===== config.mk =====
export PLATFORM = sky130hd
export DESIGN_NAME = run_ctrl
export DESIGN_NICKNAME = d
export VERILOG_FILES = /design/src/rtl/run_ctrl.sv
export SDC_FILE = /design/constraint.sdc
export NUM_CORES = 1
export LEC_CHECK = 0
export ABC_AREA = 0
export CORE_AREA = 2 2 39 41
export CTS_CLUSTER_DIAMETER = 120
export DETAILED_ROUTE_END_ITERATION = 12
export DIE_AREA = 0 0 41 43
export PLACE_DENSITY = 0.66
export RECOVER_POWER = 50
export SLEW_MARGIN = 20
export SYNTH_ARGS = -nofsm -noshare
export SYNTH_HDL_FRONTEND = slang
export SYNTH_SLANG_ARGS = --single-unit

===== constraint.sdc =====
create_clock -name clk -period 1.68 [get_ports clk]
set_clock_uncertainty 0.2 [all_clocks]
set_input_delay 0.336 -clock clk [delete_from_list [all_inputs] [get_ports clk]]
set_output_delay 0.336 -clock clk [all_outputs]
set_load 0.02 [all_outputs]

===== src/rtl/run_ctrl.sv =====
// Run-enable controller for the ch5 even-step counter.
// Two raw pushbuttons are synchronized and debounced, then turned into
// single-cycle presses that drive a 3-state IDLE/RUN/STEP FSM.

// Per-button synchronizer, debouncer and rising-edge press detector.
module run_ctrl_deb #(
  parameter int DEB_CYCLES = 4
) (
  input  logic clk,
  input  logic rst,
  input  logic raw,
  output logic press
);
  localparam int CW = (DEB_CYCLES > 1) ? $clog2(DEB_CYCLES) : 1;

  logic          s1, s2, deb, deb_q;
  logic [CW-1:0] cnt;

  // Two-flop sync, then the level must disagree for DEB_CYCLES edges to flip deb.
  always_ff @(posedge clk or negedge rst) begin
    if (!rst) begin
      s1    <= 1'b0;
      s2    <= 1'b0;
      deb   <= 1'b0;
      deb_q <= 1'b0;
      cnt   <= '0;
    end else begin
      s1    <= raw;
      s2    <= s1;
      deb_q <= deb;
      if (s2 != deb) begin
        if (cnt == CW'(DEB_CYCLES - 1)) begin
          deb <= s2;
          cnt <= '0;
        end else begin
          cnt <= cnt + CW'(1);
        end
      end else begin
        cnt <= '0;
      end
    end
  end

  // One pulse per rising edge of the debounced level; a held button never repeats.
  assign press = deb & ~deb_q;
endmodule

module run_ctrl #(
  parameter int DEB_CYCLES = 4,
  parameter int LAP_LEN    = 8,
  parameter int AUTO_STOP  = 0
) (
  input  logic clk,
  input  logic rst,
  input  logic btn_run,
  input  logic btn_step,
  output logic run,
  output logic running,
  output logic lap_done
);
  localparam int NUM_BTN = 2;
  localparam int LW      = (LAP_LEN > 1) ? $clog2(LAP_LEN) : 1;

  typedef enum logic [1:0] {
    IDLE = 2'd0,
    RUN  = 2'd1,
    STEP = 2'd2
  } state_t;

  logic [NUM_BTN-1:0] raw, press;
  logic               run_press, step_press;
  state_t             state, state_nxt;
  logic [LW-1:0]      lap_cnt;
  logic               lap_end;

  // Bit 0 is the run/stop button, bit 1 the single-step button.
  assign raw = {btn_step, btn_run};

  run_ctrl_deb #(.DEB_CYCLES(DEB_CYCLES)) u_deb [NUM_BTN-1:0] (
    .clk   (clk),
    .rst   (rst),
    .raw   (raw),
    .press (press)
  );

  assign run_press  = press[0];
  assign step_press = press[1];

  // State register.
  always_ff @(posedge clk or negedge rst) begin
    if (!rst) state <= IDLE;
    else      state <= state_nxt;
  end

  // Next-state decode; run beats step in IDLE, presses are ignored in STEP.
  always_comb begin
    state_nxt = state;
    lap_end   = 1'b0;
    case (state)
      IDLE: begin
        if (run_press)       state_nxt = RUN;
        else if (step_press) state_nxt = STEP;
      end
      RUN: begin
        lap_end = (AUTO_STOP != 0) && (lap_cnt == LW'(LAP_LEN - 1));
        if (run_press || lap_end) state_nxt = IDLE;
      end
      STEP:    state_nxt = IDLE;
      default: state_nxt = IDLE;
    endcase
  end

  // Lap counter clears on RUN entry and counts RUN cycles; lap_done is registered.
  always_ff @(posedge clk or negedge rst) begin
    if (!rst) begin
      lap_cnt  <= '0;
      lap_done <= 1'b0;
    end else begin
      lap_done <= lap_end;
      if (state == IDLE && run_press) lap_cnt <= '0;
      else if (state == RUN)          lap_cnt <= lap_cnt + LW'(1);
    end
  end

  assign run     = (state == RUN) || (state == STEP);
  assign running = (state == RUN);
endmodule


==> metrics.md <==
| Metric | Value |
|---|---|
| Status | finished, final reports clean |
| Ys async rst share | between 90% and 100% |
| Flip-flop cell with the highest count after synthesis | sky130_fd_sc_hd__dfrtp_1 |
| Post-synthesis instance area | ~530 um^2 |
| Clock tree from TritonCTS | done |
| Final critical-path share of the clock period | between 90 and 100% |
| Total wirelength of the detailed-routed design | 838 um |
| Synth Area in Adders | approximately a tenth |
| Worst max-slew margin expressed relative to the limit | about 52% |
| Number of port buffers | 5 |
| Area leader, netlist | sky130_fd_sc_hd__dfrtp_1 |
| Yosys warning total | 0 |
| DRC violation count after routing | 0 |
| Cell area power density | 1770 mW/mm^2 |
| EDFF count, synth | 0 |
| Hold-fix buffers, CTS | 0 |
| Net Count, Synth | 45 |
| RSZ-0062 raised after global routing | no |
| Number of top-level design ports | 7 |
| Count of endpoints failing hold in the final timing report | 0 |
| Total of flip-flops plus latches after synthesis | 14 |
| DR vias | 298 |
| Simple-gate area share of the yosys netlist | under 10% |
| Initial drt markers | 1 |
| Post-synthesis cell count | 37 |
| Clk_lat worst skew | roughly 0.27 ns |
| Crit-path max FO | 2 |
| Worst hold slack after final layout | roughly 0.17 ns |
| Number of nets at the end of the flow | between 50 and 60 |
| Biggest cell delay along the critical path | 0.40 ns |
| Total grt overflow | 0 |
| Hold Crit Class | register to register |
| TritonCTS sink count | 14 |
| Starting Density | between 30% and 40% |
| Proportion of synthesized chip area in sequential cells | between 60% and 70% |
| Cell leakage power | 0.316 nW |
| Final worst path period need | 1.63 ns |
| Largest cells by area after synthesis | sky130_fd_sc_hd__dfrtp_1, sky130_fd_sc_hd__ha_1, sky130_fd_sc_hd__mux2_1, sky130_fd_sc_hd__nand2b_1, sky130_fd_sc_hd__nor3b_2 |
| Final setup violation count | 0 |
| Initial antenna violation count | 0 |
| Vert. Die Dim | 43 um |
| Number of H-tree branching levels | 1 |
| Slowest stage cell on the critical path | sky130_fd_sc_hd__dfrtp_1 |
| Share of cell area taken by muxes after synthesis | between 4 and 5% |
| Clk Tree Root Cell | sky130_fd_sc_hd__clkbuf_4 |
| Fraction of post-synthesis cell area in the top cell type by area | roughly 66% |
| Die area | between 0.0015 and 0.002 mm^2 |
| Clock transition at path regs | roughly 0.080 ns |
| Post-DP HPWL | 629 um |
| Data required time at the worst endpoint | 1.14 ns |
| Largest family of logic cells by synthesized area | adder cells |
| Pin count of the biggest net entering global routing | 15 |
| Area inside the core boundary | 0.00138 mm^2 |
| Synthesized area per cell | between 10 and 15 um^2 |
| Number of buffers created by CTS | 3 |
| Number of standard cells in the layout, taps in and fillers out | 64 |
| Category of the worst setup path launch point | register |
| Worst vdd ir | ~1 mV |
| Slew at the pin with the worst max-slew slack | 0.723 ns |
| WL/cell | approximately 13 um |
| Overall power consumption | 0.00117 W |
| Overall track demand over capacity in global routing | between 10% and 20% |
| Deepest clock path buffer count | 2 |
| Area added between synthesis and finish | 23.7% |
| Horiz. Die Dim | 41 um |
| Setup Crit Path Kind | register to output port |
| Synth Area in XOR/XNOR | under 10% |
| Ratio of cells with drive above 1 in the final layout | between 20 and 30% |
| Number of global-route vias before repair | about 330 |
| Max-cap violations | 0 |
| Area fraction in compound gates after synthesis | ~4.7% |
| First-pass GRT wire length | between 1000 and 1500 um |
| Setup fix buffers added after clock tree synthesis | 0 |
| GPL Wtd Cong | between 0.6 and 0.7 |
| Diodes inserted | 0 |
| Setup Total Neg Slack | 0 ns |
| Count of nets left with antenna violations after detail routing | 0 |
| Number of different library cells in the post-synthesis netlist | 17 |
| Final Max Tran Viols | 0 |
| Count of standard-cell rows | 14 |
| DRT Pass-1 Iters | 2 |
| Timing-limited maximum frequency | about 600 MHz |
| Arrival time worst endpoint | between 1 and 1.5 ns |
| Cell chain of the critical path | inv_2, ha_4, buf_6 |
| Via/cell ratio | approximately 4.7 |
| Number of placed cells counting well taps | 60 |
| Capturing element type of the critical path | output port |
| Post-layout utilization of the core | between 40% and 50% |
==> flip-flops by register name (all words and copies together), names as in the netlist <==
signal,cells
u_deb.s2,2
u_deb.deb,2
state,2
u_deb.s1,2
u_deb.cnt,4
u_deb.deb_q,2
==> metrics by stage <==
stage,area [um^2],setup slack [ns]
floorplan,534,0.362
detailed placement,619,-0.134
CTS,646,-0.0256
global route,661,0.00266
finish,661,0.0494
global placement,619,-0.0898
==> routing by layer <==
layer | wire (um) | global-route usage (%) | vias up
li1 | - | - | 143
met4 | 10 | 10.0 | 0
met2 | 473 | 19.7 | 5
met5 | 0 | 0 | -
met3 | 28 | 3.14 | 2
met1 | 326 | 14.7 | 148
==> layout by cell type (no fill, tap or decap) <==
cell                              Yosys  routed
sky130_fd_sc_hd__dfrtp_1             14      14
sky130_fd_sc_hd__ha_1                 4       3
sky130_fd_sc_hd__clkbuf_4             0       3
sky130_fd_sc_hd__inv_2                0       2
sky130_fd_sc_hd__nand2b_1             2       2
sky130_fd_sc_hd__mux2_1               2       2
sky130_fd_sc_hd__clkdlybuf4s50_1      0       2
sky130_fd_sc_hd__buf_4                1       2
sky130_fd_sc_hd__xnor2_1              1       1
sky130_fd_sc_hd__nor3_1               1       1
sky130_fd_sc_hd__xor2_1               1       1
sky130_fd_sc_hd__and2_1               1       1
sky130_fd_sc_hd__nor2b_1              1       1
sky130_fd_sc_hd__nor3b_2              1       1
sky130_fd_sc_hd__nor2_1               1       1
sky130_fd_sc_hd__o221a_1              1       1
sky130_fd_sc_hd__inv_1                3       1
sky130_fd_sc_hd__a22oi_1              1       1
sky130_fd_sc_hd__o22ai_1              1       1
sky130_fd_sc_hd__ha_4                 0       1
sky130_fd_sc_hd__conb_1               1       1
sky130_fd_sc_hd__clkbuf_8             0       1
sky130_fd_sc_hd__dlygate4sd3_1        0       1
sky130_fd_sc_hd__buf_6                0       1
sky130_fd_sc_hd__buf_2                0       1
sky130_fd_sc_hd__clkbuf_1             0       1
==> report_power, final <==
part | internal [W] | total (W) | switching, W
registers | 0.000448 | 0.000519 | 0.0000713
clock network | 0.000132 | 0.000238 | 0.000106
logic | 0.000220 | 0.000413 | 0.000192
total | 0.000800 | 0.00117 | 0.000370
==> worst max-delay path, delay by kind of cell (launching register included) <==
| family | cells | cell delay, ns |
|---|---|---|
| flip-flops | 1 | 0.40 |
| buffers and inverters | 2 | 0.21 |
| adder cells (fa/ha/maj) | 1 | 0.20 |
==> cell type report <==
cell class                 count  area [um^2]
tap                           16         20.0
multi-input combinational     19          178
clock buffer                   4         36.3
fill                         127          723
timing repair buffer           8         65.1
sequential                    14          350
inverter                       3         11.3
==> final timing paths <==
path                              from          end  slack, ns  cells past startpoint
max in group asynchronous          rst     state[0]       0.41                      2
setup / recovery              state[1]          run       0.05                      3
min in group asynchronous          rst  u_deb[0].s1       0.42                      2
setup reg to reg              state[1]     state[0]       0.31                      5
hold reg to reg            u_deb[0].s1  u_deb[0].s2       0.17                      0
hold / removal             u_deb[0].s1  u_deb[0].s2       0.17                      0
==> cells in the mapped netlist (all sizes together) (2+ instances only) <==
master / instances
dfrtp: 14
ha: 4
inv: 3
mux2: 2
nand2b: 2
==> cell families after synthesis <==
family | Yosys count
flops | 14
simple gates | 7
fa+ha+maj | 4
buf+inv | 4
compound gates | 3
xor+xnor | 2
mux | 2
other cells | 1
==> timing repair <==
action                                  CTS  global route
resized for setup                         8             5
pin swaps                                 0             1
endpoints found under the setup margin    2             1
Power figures use the tool's default switching activity.
